===== config.mk =====
export PLATFORM = sky130hd
export DESIGN_NAME = truth_table_scanner
export DESIGN_NICKNAME = d
export VERILOG_FILES = /design/src/rtl/truth_table_scanner_pkg.sv /design/src/rtl/tt_scan_emitter.sv /design/src/rtl/truth_table_scanner.sv
export SDC_FILE = /design/constraint.sdc
export NUM_CORES = 1
export LEC_CHECK = 0
export CAP_MARGIN = 0
export CORE_ASPECT_RATIO = 0.8
export CORE_MARGIN = 1
export CORE_UTILIZATION = 55
export DETAILED_ROUTE_END_ITERATION = 8
export DONT_BUFFER_PORTS = 1
export MAX_ROUTING_LAYER = met4
export PLACE_DENSITY_LB_ADDON = 0.05
export SKIP_CTS_REPAIR_TIMING = 1
export SLEW_MARGIN = 20
export SYNTH_ARGS = -nofsm -noshare
export SYNTH_HDL_FRONTEND = slang
export SYNTH_HIERARCHICAL = 1
export SYNTH_SLANG_ARGS = --single-unit

===== constraint.sdc =====
create_clock -name clk_i -period 2.2 [get_ports clk_i]
set_input_delay 0.33 -clock clk_i [delete_from_list [all_inputs] [get_ports clk_i]]
set_output_delay 0.33 -clock clk_i [all_outputs]
set_load 0.05 [all_outputs]

===== src/rtl/truth_table_scanner_pkg.sv =====
// Shared types and defaults for the truth table scanner.
// TTS_SETTLE_CYCLE_EN adds a StSettle state ahead of every sample cycle.
package truth_table_scanner_pkg;

    localparam int unsigned NInDefault = 4;

`ifdef TTS_SETTLE_CYCLE_EN
    typedef enum logic [1:0] {StIdle, StSweep, StSettle, StEmit} state_e;
`else
    typedef enum logic [1:0] {StIdle, StSweep, StEmit} state_e;
`endif

endpackage


===== src/rtl/tt_scan_emitter.sv =====
// Walks the captured truth table, skipping zero bits and offering each one bit
// as a minterm index over a valid/ready handshake.
module tt_scan_emitter #(
    parameter int unsigned N_IN = 4
) (
    input  logic                 clk_i,
    input  logic                 rst_i,
    input  logic                 en_i,
    input  logic [2**N_IN-1:0]   tt_i,
    input  logic                 m_ready_i,
    output logic                 m_valid_o,
    output logic [N_IN-1:0]      m_index_o,
    output logic                 done_o
);

    logic [N_IN-1:0] ptr_q, ptr_d;
    logic            advance;

    always_comb begin
        m_valid_o = en_i && tt_i[ptr_q];
        // Zero bits are skipped unconditionally; one bits wait for the consumer.
        advance   = en_i && (!tt_i[ptr_q] || m_ready_i);
        done_o    = advance && (&ptr_q);
        ptr_d     = '0;
        if (advance) begin
            ptr_d = ptr_q + N_IN'(1);
        end else if (en_i) begin
            ptr_d = ptr_q;
        end
    end

    assign m_index_o = ptr_q;

    always_ff @(posedge clk_i) begin
        if (rst_i) begin
            ptr_q <= '0;
        end else begin
            ptr_q <= ptr_d;
        end
    end

endmodule


===== src/rtl/truth_table_scanner.sv =====
// Drives every input vector to an external function, captures its truth table and
// minterm count, then streams minterm indices. Optional macro: TTS_SETTLE_CYCLE_EN.
module truth_table_scanner
    import truth_table_scanner_pkg::*;
#(
    parameter int unsigned N_IN = NInDefault
) (
    input  logic                 clk_i,
    input  logic                 rst_i,
    input  logic                 start_i,
    output logic [N_IN-1:0]      vec_out_o,
    input  logic                 f_in_i,
    output logic                 busy_o,
    output logic                 done_o,
    output logic [2**N_IN-1:0]   truth_table_o,
    output logic [N_IN:0]        minterm_cnt_o,
    output logic                 m_valid_o,
    input  logic                 m_ready_i,
    output logic [N_IN-1:0]      m_index_o
);

    localparam int unsigned TtW = 2**N_IN;

    state_e          state_q, state_d;
    logic [N_IN-1:0] vec_q, vec_d;
    logic [TtW-1:0]  tt_q, tt_d;
    logic [N_IN:0]   cnt_q, cnt_d;
    logic            emit_en;
    logic            emit_done;

    always_comb begin
        state_d = state_q;
        vec_d   = vec_q;
        tt_d    = tt_q;
        cnt_d   = cnt_q;
        unique case (state_q)
            StIdle: begin
                if (start_i) begin
                    tt_d  = '0;
                    cnt_d = '0;
                    vec_d = '0;
`ifdef TTS_SETTLE_CYCLE_EN
                    state_d = StSettle;
`else
                    state_d = StSweep;
`endif
                end
            end
`ifdef TTS_SETTLE_CYCLE_EN
            StSettle: state_d = StSweep;
`endif
            StSweep: begin
                tt_d[vec_q] = f_in_i;
                if (f_in_i) begin
                    cnt_d = cnt_q + (N_IN + 1)'(1);
                end
                if (&vec_q) begin
                    vec_d   = '0;
                    state_d = StEmit;
                end else begin
                    vec_d = vec_q + N_IN'(1);
`ifdef TTS_SETTLE_CYCLE_EN
                    state_d = StSettle;
`else
                    state_d = StSweep;
`endif
                end
            end
            StEmit: begin
                if (emit_done) begin
                    state_d = StIdle;
                end
            end
            default: state_d = StIdle;
        endcase
    end

    always_ff @(posedge clk_i) begin
        if (rst_i) begin
            state_q <= StIdle;
            vec_q   <= '0;
            tt_q    <= '0;
            cnt_q   <= '0;
        end else begin
            state_q <= state_d;
            vec_q   <= vec_d;
            tt_q    <= tt_d;
            cnt_q   <= cnt_d;
        end
    end

    assign emit_en = (state_q == StEmit);

    tt_scan_emitter #(
        .N_IN (N_IN)
    ) u_emitter (
        .clk_i     (clk_i),
        .rst_i     (rst_i),
        .en_i      (emit_en),
        .tt_i      (tt_q),
        .m_ready_i (m_ready_i),
        .m_valid_o (m_valid_o),
        .m_index_o (m_index_o),
        .done_o    (emit_done)
    );

    assign vec_out_o     = vec_q;
    assign truth_table_o = tt_q;
    assign minterm_cnt_o = cnt_q;
    assign busy_o        = (state_q != StIdle);
    assign done_o        = emit_done;

endmodule


Word level (Yosys, flattened, before mapping)
Index checks and enable logic that the tools add are counted.

cells by class
  equal/unequal tests = 6
  multiplexer cells = 19
  $lt $le $gt $ge = 3
  reduce and logical (&&, ||, !) cells = 14
  add/sub/neg operators = 3

operators with widths
  kind                                                               number
  case mux 16 bit (2 select lines)                                   1
  bitwise mux 16 bit                                                 1
  2-to-1 mux 16 bit                                                  1
  2-to-1 mux 4 bit                                                   4
  < comparator 4 x 5 -> 1 bit, second input constant                 2
  2-to-1 mux 5 bit                                                   2
  case mux 5 bit (2 select lines)                                    1
  adder 4 x 1 -> 4 bit, second input constant                        2
  inequality test 2 bit, second input constant                       4
  case mux 4 bit (2 select lines)                                    1
  AND reduction 4 bit                                                2
  2-to-1 mux 2 bit                                                   3
  case mux 2 bit (3 select lines)                                    1
  adder 5 x 1 -> 5 bit, second input constant                        1
  binary-select mux 1 bit (select 4 bit)                             1
  demux 1 bit (select 4 bit)                                         1
  greater-or-equal comparator 4 x 1 -> 1 bit, second input constant  1
  logical AND 1 bit                                                  4
  AND reduction 2 bit                                                2
  nonzero test 2 bit                                                 2
  AND reduction 3 bit                                                1
  == test 2 x 1 -> 1 bit, second input constant                      1
  == test 2 bit, second input constant                               1
  logical NOT 2 bit                                                  1
  3 further kinds                                                    4

storage, ports and cells
  register bits = 31
  logic and storage cells = 50
  bits of input ports = 5
  output and inout port bits = 32

Longest topological paths before layout
Gate-level depths: netlist of the first run.

  depth in word-level cells = 8
  gate-level depth with buffers = 9
  gate-level depth less buffers = 7

Modules after synthesis
The synthesis of the first run kept the hierarchy.

modules (own cells, without submodules)
  module               sequential area each (um^2)  times used  area an instance (um^2)  cells an instance
  truth_table_scanner  540.5                        1           1,405.1                  159
  tt_scan_emitter      80.1                         1           425.4                    47

Worst setup path after synthesis of the first run
Ideal clock, no wire load.

  path type = reg-to-reg
  start = reg u_emitter.ptr_q[0] (netlist: u_emitter/m_index_o[0])
  end = reg state_q[1]
  period minus slack after synthesis = 3,136 ps
  slack = -936 ps
  data arrival time = 3,019 ps
  cell stages (with the launch flop) = 10
  library setup time = 117 ps
  data required time = 2,083 ps
  buffers on the path = 2
  path through = dfxtp_1 buf_6 mux2i_1 nand3b_1 and4_4 buf_6 nor3_1 nor3b_1 a41oi_1 nor2_1

on the way
  word-level cells in the longest chain between the ends = 8
  elaborated cells between the ends (all ways) = 9
  those cells by class = 1 x eq/ne; 2 x mux; 6 x reduce/logical

ends and longest elaborated chain
  element                                     RTL line                   source
  start, declared                             tt_scan_emitter.sv:16      logic [N_IN-1:0] ptr_q, ptr_d;
  start signal, assigned                      tt_scan_emitter.sv:38      ptr_q <= ptr_d;
  binary-select mux 1 bit (select 4 bit)      tt_scan_emitter.sv:22      advance = en_i && (!tt_i[ptr_q] || m_ready_i);
  2-to-1 mux 1 bit (implied by the code)      tt_scan_emitter.sv:22
  logical NOT 1 bit                           tt_scan_emitter.sv:22
  logical OR 1 bit                            tt_scan_emitter.sv:22
  logical AND 1 bit                           tt_scan_emitter.sv:22
  logical AND 1 bit (*)                       tt_scan_emitter.sv:23      done_o = advance && (&ptr_q);
  net done_o                                  truth_table_scanner.sv:14  output logic done_o,
  inequality test 2 bit (no source line) (*)  --
  AND reduction 2 bit (no source line) (*)    --
  end signal, assigned                        truth_table_scanner.sv:80  state_q <= StIdle;
  end signal, assigned                        truth_table_scanner.sv:85  state_q <= state_d;
  end, declared                               truth_table_scanner.sv:24  state_e state_q, state_d;

Mark *: on every way through the listed nets, which the timed path passes. The rest lies on a longest branch. The select of a mux whose other input is x is not followed.
A chain may end at the register's enable or synchronous reset.

Final worst setup path of the first run
  start = reg u_emitter.ptr_q[0] (netlist: u_emitter/m_index_o[0])
  end = out m_valid_o

on the way
  word-level cells in the longest chain between the ends = 3

ends and longest elaborated chain
  element                                 RTL line                   source
  binary-select mux 1 bit (select 4 bit)  tt_scan_emitter.sv:20      m_valid_o = en_i && tt_i[ptr_q];
  2-to-1 mux 1 bit (implied by the code)  tt_scan_emitter.sv:20
  logical AND 1 bit                       tt_scan_emitter.sv:20
  end, declared                           truth_table_scanner.sv:17  output logic m_valid_o,

No other way between the ends. The select of a mux whose other input is x is not followed.

==> results of run 1 <==
==> state kept, by name, summed over array words and instances (netlist names) <==
| register | flops |
|---|---|
| truth_table_o | 16 |
| minterm_cnt_o | 5 |
| u_emitter/m_index_o | 4 |
| vec_out_o | 4 |
| state_q | 2 |
==> where the power goes <==
group | total, mW | switching [mW] | internal [mW]
Clock | 0.400 | 0.190 | 0.210
Combinational | 0.106 | 0.0705 | 0.0353
Sequential | 0.575 | 0.00893 | 0.566
==> area by class of cell <==
type | count | area [um^2]
fillers | 258 | 999.7
multi-input cells | 154 | 1096
inverters | 5 | 18.77
flip-flops and latches | 31 | 625.6
well taps | 40 | 50.05
clock buffers | 6 | 72.57
repair buffers | 34 | 267.8
==> per-stage QoR <==
stage               setup slack (ns)  power, mW  util, %
floorplan                    0.02267     0.6727        -
global placement              0.2690     0.6897    65.63
global route                0.006198      1.126    68.07
detailed placement            0.2002     0.6928    65.63
finish                       0.07681      1.081    68.07
CTS                         -0.09609      1.086    67.95
==> worst paths after layout <==
path / end / depth (start not counted)
max: m_valid_o / 4
min: vec_out_o[2] / 1
max reg2reg: u_emitter/m_index_o[2] / 6
min reg2reg: vec_out_o[0] / 2
==> cell families (layout without fill, tap and decap cells) <==
group / Yosys count / count (layout) / synth area share (%)
and+or+nand+nor: 95 / 95 / 31.85
muxes: 10 / 10 / 6.152
DFF: 31 / 31 / 33.90
adders and majority gates: 6 / 6 / 4.101
AOI/OAI and AO/OA: 42 / 42 / 16.54
xor gates and xnor gates: 1 / 1 / 0.4786
buffers and inverters: 21 / 45 / 6.971
==> metal layers <==
layer	global-route usage [%]	vias up	part of all wire [%]
met4	12.77	0	1.8
met3	6.780	9	6.9
met5	-	-	0
met2	44.90	77	45
met1	34.41	765	46
li1	-	815	-
==> placed cells by master, fill, tap and decap left out, types with 8 or more instances in the layout <==
master and instances:
buf_4 33, a21oi_1 10, mux2i_1 9, nor3_1 8, nor2_1 8, nand3_1 19
a31o_1 10, nor2b_1 9, dfxtp_1 29
==> worst max-delay path: cells and delay by family, from the launching register on <==
kind / cells / cell delay [ns]
mux: 2 / 0.62
flops: 1 / 0.46
simple gates: 1 / 0.26
compound gates: 1 / 0.18
==> impl_metrics.toml, run 1 <==
[status]
outcome = "finished clean"

[detailed_routing]
vias = 1666
routedWlPerCell_um = 16.52
vias_per_cell = 6.170
drcViolationCount = 0
first_pass_iters = 4
detail-route-antenna-nets = 0
routed_wl_um = 4461
initialDrtViolationCount = 157

[clock_network]
path_clk_slew_ns = 0.06
cts.sinks = 31
cts-root-buf = "clkbuf_8"
cts_htree_levels = 2
tritoncts = "done"
clock_latency_ns = 0.28
numCtsBuffers = 5
cts_buffer_depth = 2

[synthesis]
synth_cells = 206
syn_area_per_cell_um2 = 8.886
synth_cell_types = 48
synth.area.top_cells = "dfxtp_1 34%, nand3_1 5.2%, mux2i_1 4.9%"
yosysTopAreaCell = "dfxtp_1"
yosys.area.top_type_share_pct = 33.90
ys_seq_area_share_pct = 33.90
syn-num-nets = 217
synth_area_um2 = 1831
synthFlopType = "dfxtp_1"
async_flop_share_pct = 0
ys.warnings.count = 6
synth.most_common_cell = "dfxtp_1"
synth-edff-count = 0
ys_top_cells_by_count = "31 x dfxtp_1, 19 x nand3_1, 10 x a21oi_1, 10 x a31o_1"
synth_seq_cells = 31

[floorplan]
start_util_pct = 58.47
die_area_um2 = 3564
coreArea_um2 = 3131
num_rows = 18
die_h_um = 53.60
ioPinCount = 37
die_x_um = 66.50

[layout]
num_antenna_cells = 0
postLayoutCellArea_um2 = 2131
fin_nets = 242
layout-drive-gt1-share_pct = 24.78
stdcell_count = 270
area_growth_pct = 16.40

[timing]
worst_slew_pin_slew_ns = 0.5905
hold_ws_ns = 0.1153
fmax_ghz = 0.4710
period_needed_ns = 2.123
slew_viol_final = 0
report.final.hold_viol_count = 0
finalSetupViolCount = 0
skew_ns = 0.006444
relSlewSlack_pct = 60.58
setup_tns_ns = 0
rsz0062_at_grt = "false"
fin_crit_sh_pct = 96.51

[pwr]
p_leak_nw = 0.7803
peakVddDrop_mv = 0.5731
cellPowerDensity_nw_per_um2 = 507.2

[place]
dp_cells = 264
hpwl_um = 3351
globalplace.congestion = 0.8867
portBuffers = 0
placed_area_um2 = 2054

[global_route]
grt_pass1_vias = 1585
grt_antenna_before_repair = 0
grtUsageTotal_pct = 28.27
grt_start_max_net_pins = 18
grt_pass1_wl_um = 7127
grt.overflow.total = 0

[worst_setup_path]
slowest_stage = "mux4_2"
worstPathArrival_ns = 1.79
crit_start = "u_emitter/m_index_o[0]"
crit_type = "flip-flop to output pin"
critPathMaxStageDelay_ns = 0.51
end_kind = "output pin"
r2r_slack_ns = 0.37
cp.required_ns = 1.87
path_cells = "mux2i_1 -> mux4_2 -> o21ai_0 -> and2_4"
r2r_start = "u_emitter/m_index_o[0]"
worstPathMaxFanout = 14
start_kind = "flip-flop"

[min_path]
hold_start = "rst_i"
hp-class = "primary input to flip-flop"

[job]
drv_cap = 0
No activity file was read; power rests on OpenSTA's default activity.
==> run 2: changes to the inputs <==
--- a/config.mk
+++ b/config.mk
@@ -17,5 +17,4 @@
 export SLEW_MARGIN = 20
 export SYNTH_ARGS = -nofsm -noshare
 export SYNTH_HDL_FRONTEND = slang
-export SYNTH_HIERARCHICAL = 1
 export SYNTH_SLANG_ARGS = --single-unit
==> run 2 against run 1 <==
  * The run now ends with negative setup slack left
  * Total power grew 17%
  * Clock power grew 46%
  * Wire length shrank 3.0%
  * Register-to-register slack lost 0.12 ns
  * Sequential share of layout area grew 0.81 points
  * Utilization grew 6.8 points
  * Global-route usage is essentially flat
  * Via count shrank 7.9%
  * Die area shrank 11%
  * Highest routed layer unchanged
==> impl_metrics.toml, run 2 <==
[floorplan]
die_h_um = 50.55
coreArea_um2 = 2786
ioPinCount = 37
start_util_pct = 58.15
die_x_um = 62.69
num_rows = 17
die_area_um2 = 3168

[synthesis]
yosys.area.top_type_share_pct = 38.30
synth.area.top_cells = "dfxtp_1 38%, mux2i_1 12%, nand3_1 7.1%"
synth_cell_types = 38
syn_area_per_cell_um2 = 8.573
synth_cells = 189
synth-edff-count = 0
ys.warnings.count = 0
synth.most_common_cell = "dfxtp_1"
synth_area_um2 = 1620
ys_top_cells_by_count = "31 x dfxtp_1, 30 x nor2_1, 23 x nand3_1"
async_flop_share_pct = 0
ys_seq_area_share_pct = 38.30
synth_seq_cells = 31
syn-num-nets = 200
synthFlopType = "dfxtp_1"
yosysTopAreaCell = "dfxtp_1"

[layout]
fin_nets = 232
num_antenna_cells = 0
layout-drive-gt1-share_pct = 26.58
ff_latch_area_um2 = 629.4
nFillCells = 214
final_common_cell = "buf_4"
post-route-util_pct = 74.85
largest_reg_flops = 16
postLayoutCellArea_um2 = 2086
multi_input_area_um2 = 973.4
area_growth_pct = 28.73
mostFrequentLayoutCells = "32 x buf_4, 29 x nor2_1, 28 x dfxtp_1, 23 x nand3_1, 16 x mux2i_1"

[status]
violations = "negative setup slack"
outcome = "complete, but fails checks"

[worst_setup_path]
worstPathMaxFanout = 9
start_kind = "flip-flop"
cp.required_ns = 1.87
worstPathArrival_ns = 1.92
crit_type = "flip-flop to output pin"
end_kind = "output pin"

[timing]
fin_crit_sh_pct = 102.4
report.final.hold_viol_count = 0
relSlewSlack_pct = 61.73
fmax_ghz = 0.4440
setup_tns_ns = -0.05222
worst_slack_ns = -0.05222
slew_viol_final = 0
rsz0062_at_grt = "true"
finalSetupViolCount = 1
period_needed_ns = 2.252
skew_ns = 0.004553
worst_slew_pin_slew_ns = 0.5733

[min_path]
hp-class = "primary input to flip-flop"

[pwr]
peakVddDrop_mv = 0.5114
total_power_mw = 1.269
p_leak_nw = 0.8585
cellPowerDensity_nw_per_um2 = 608.6

[global_route]
grt_util_met1_pct = 34.56
grt_start_max_net_pins = 18
grtUsageTotal_pct = 28.23
grt.overflow.total = 0
use_met3_pct = 7.045
grt_pass1_vias = 1373
top_usage_layer = "met2"
use_met2_pct = 45.47
grt_pass1_wl_um = 6575
grt_antenna_before_repair = 0

[detailed_routing]
detail-route-antenna-nets = 0
vias_per_cell = 5.904
initialDrtViolationCount = 123
first_pass_iters = 4
vias = 1535
drcViolationCount = 0
routedWlPerCell_um = 16.64
routed_wl_um = 4327

[job]
drv_cap = 0

[place]
portBuffers = 0
hpwl_um = 3092
globalplace.congestion = 0.8628
placed_area_um2 = 1892

[clock_network]
cts_htree_levels = 2
cts.sinks = 31
path_clk_slew_ns = 0.07
clock_latency_ns = 0.29
cts-root-buf = "clkbuf_8"
cts_buffer_depth = 2
numCtsBuffers = 5
tritoncts = "done"
run 2: routing by layer:
metal | wire, um | vias to the layer above
met5 | 0 | -
met4 | 109 | 0
met3 | 312 | 12
met2 | 2007 | 69
met1 | 1899 | 715
li1 | - | 739
run 2: final cells by class:
| class | count | share of cell area [%] |
|---|---|---|
| Tap cell | 38 | 2.280 |
| Sequential cell | 31 | 30.17 |
| Timing Repair Buffer | 35 | 14.16 |
| Clock buffer | 6 | 3.959 |
| Multi-Input combinational cell | 142 | 46.67 |
| Clock inverter | 2 | 1.680 |
| Inverter | 6 | 1.080 |
run 2: path summary, 6_finish.rpt:
| check | start | end | slack, ns | depth (start not counted) |
|---|---|---|---|---|
| worst max-delay path | u_emitter.m_index_o[0] | done_o | -0.05 | 6 |
| worst min-delay path | rst_i | truth_table_o[8] | 0.10 | 1 |
| worst max register to register | u_emitter.m_index_o[0] | u_emitter.m_index_o[2] | 0.25 | 6 |
| worst min register to register | u_emitter.m_index_o[0] | u_emitter.m_index_o[0] | 0.56 | 2 |
run 2: metrics by stage:
step	hold WS (ns)	worst slack, ns	std cells
after floorplan	0.4021	-0.01929	189
after detailed placement	0.4034	0.1842	247
final	0.1025	-0.05222	260
after global placement	0.4009	0.2761	247
after CTS	0.1012	-0.1336	255
after global routing	0.09669	-0.1213	260
run 2: cells by family after synthesis:
kind of cell | synth area share (%)
AND/OR/NAND/NOR | 24.87
multiplexers | 11.74
AO/OA/AOI/OAI | 13.59
XOR/XNOR | 2.162
adder cells (fa/ha/maj) | 4.633
flip-flops | 38.30
buffers and inverters | 4.710
run 2: report_power, final:
part	switching (mW)	internal [mW]	total, mW
clock network	0.219	0.366	0.585
registers	0.00530	0.565	0.571
logic	0.0797	0.0338	0.114
run 2: worst max-delay path, cell delays in order, from the launching register on:
cell and delay [ns]:
dfxtp_4 0.41, mux2i_1 0.25, o32ai_2 0.14, o211a_4 0.27, nand4b_1 0.25, nor2_4 0.17, buf_12 0.14
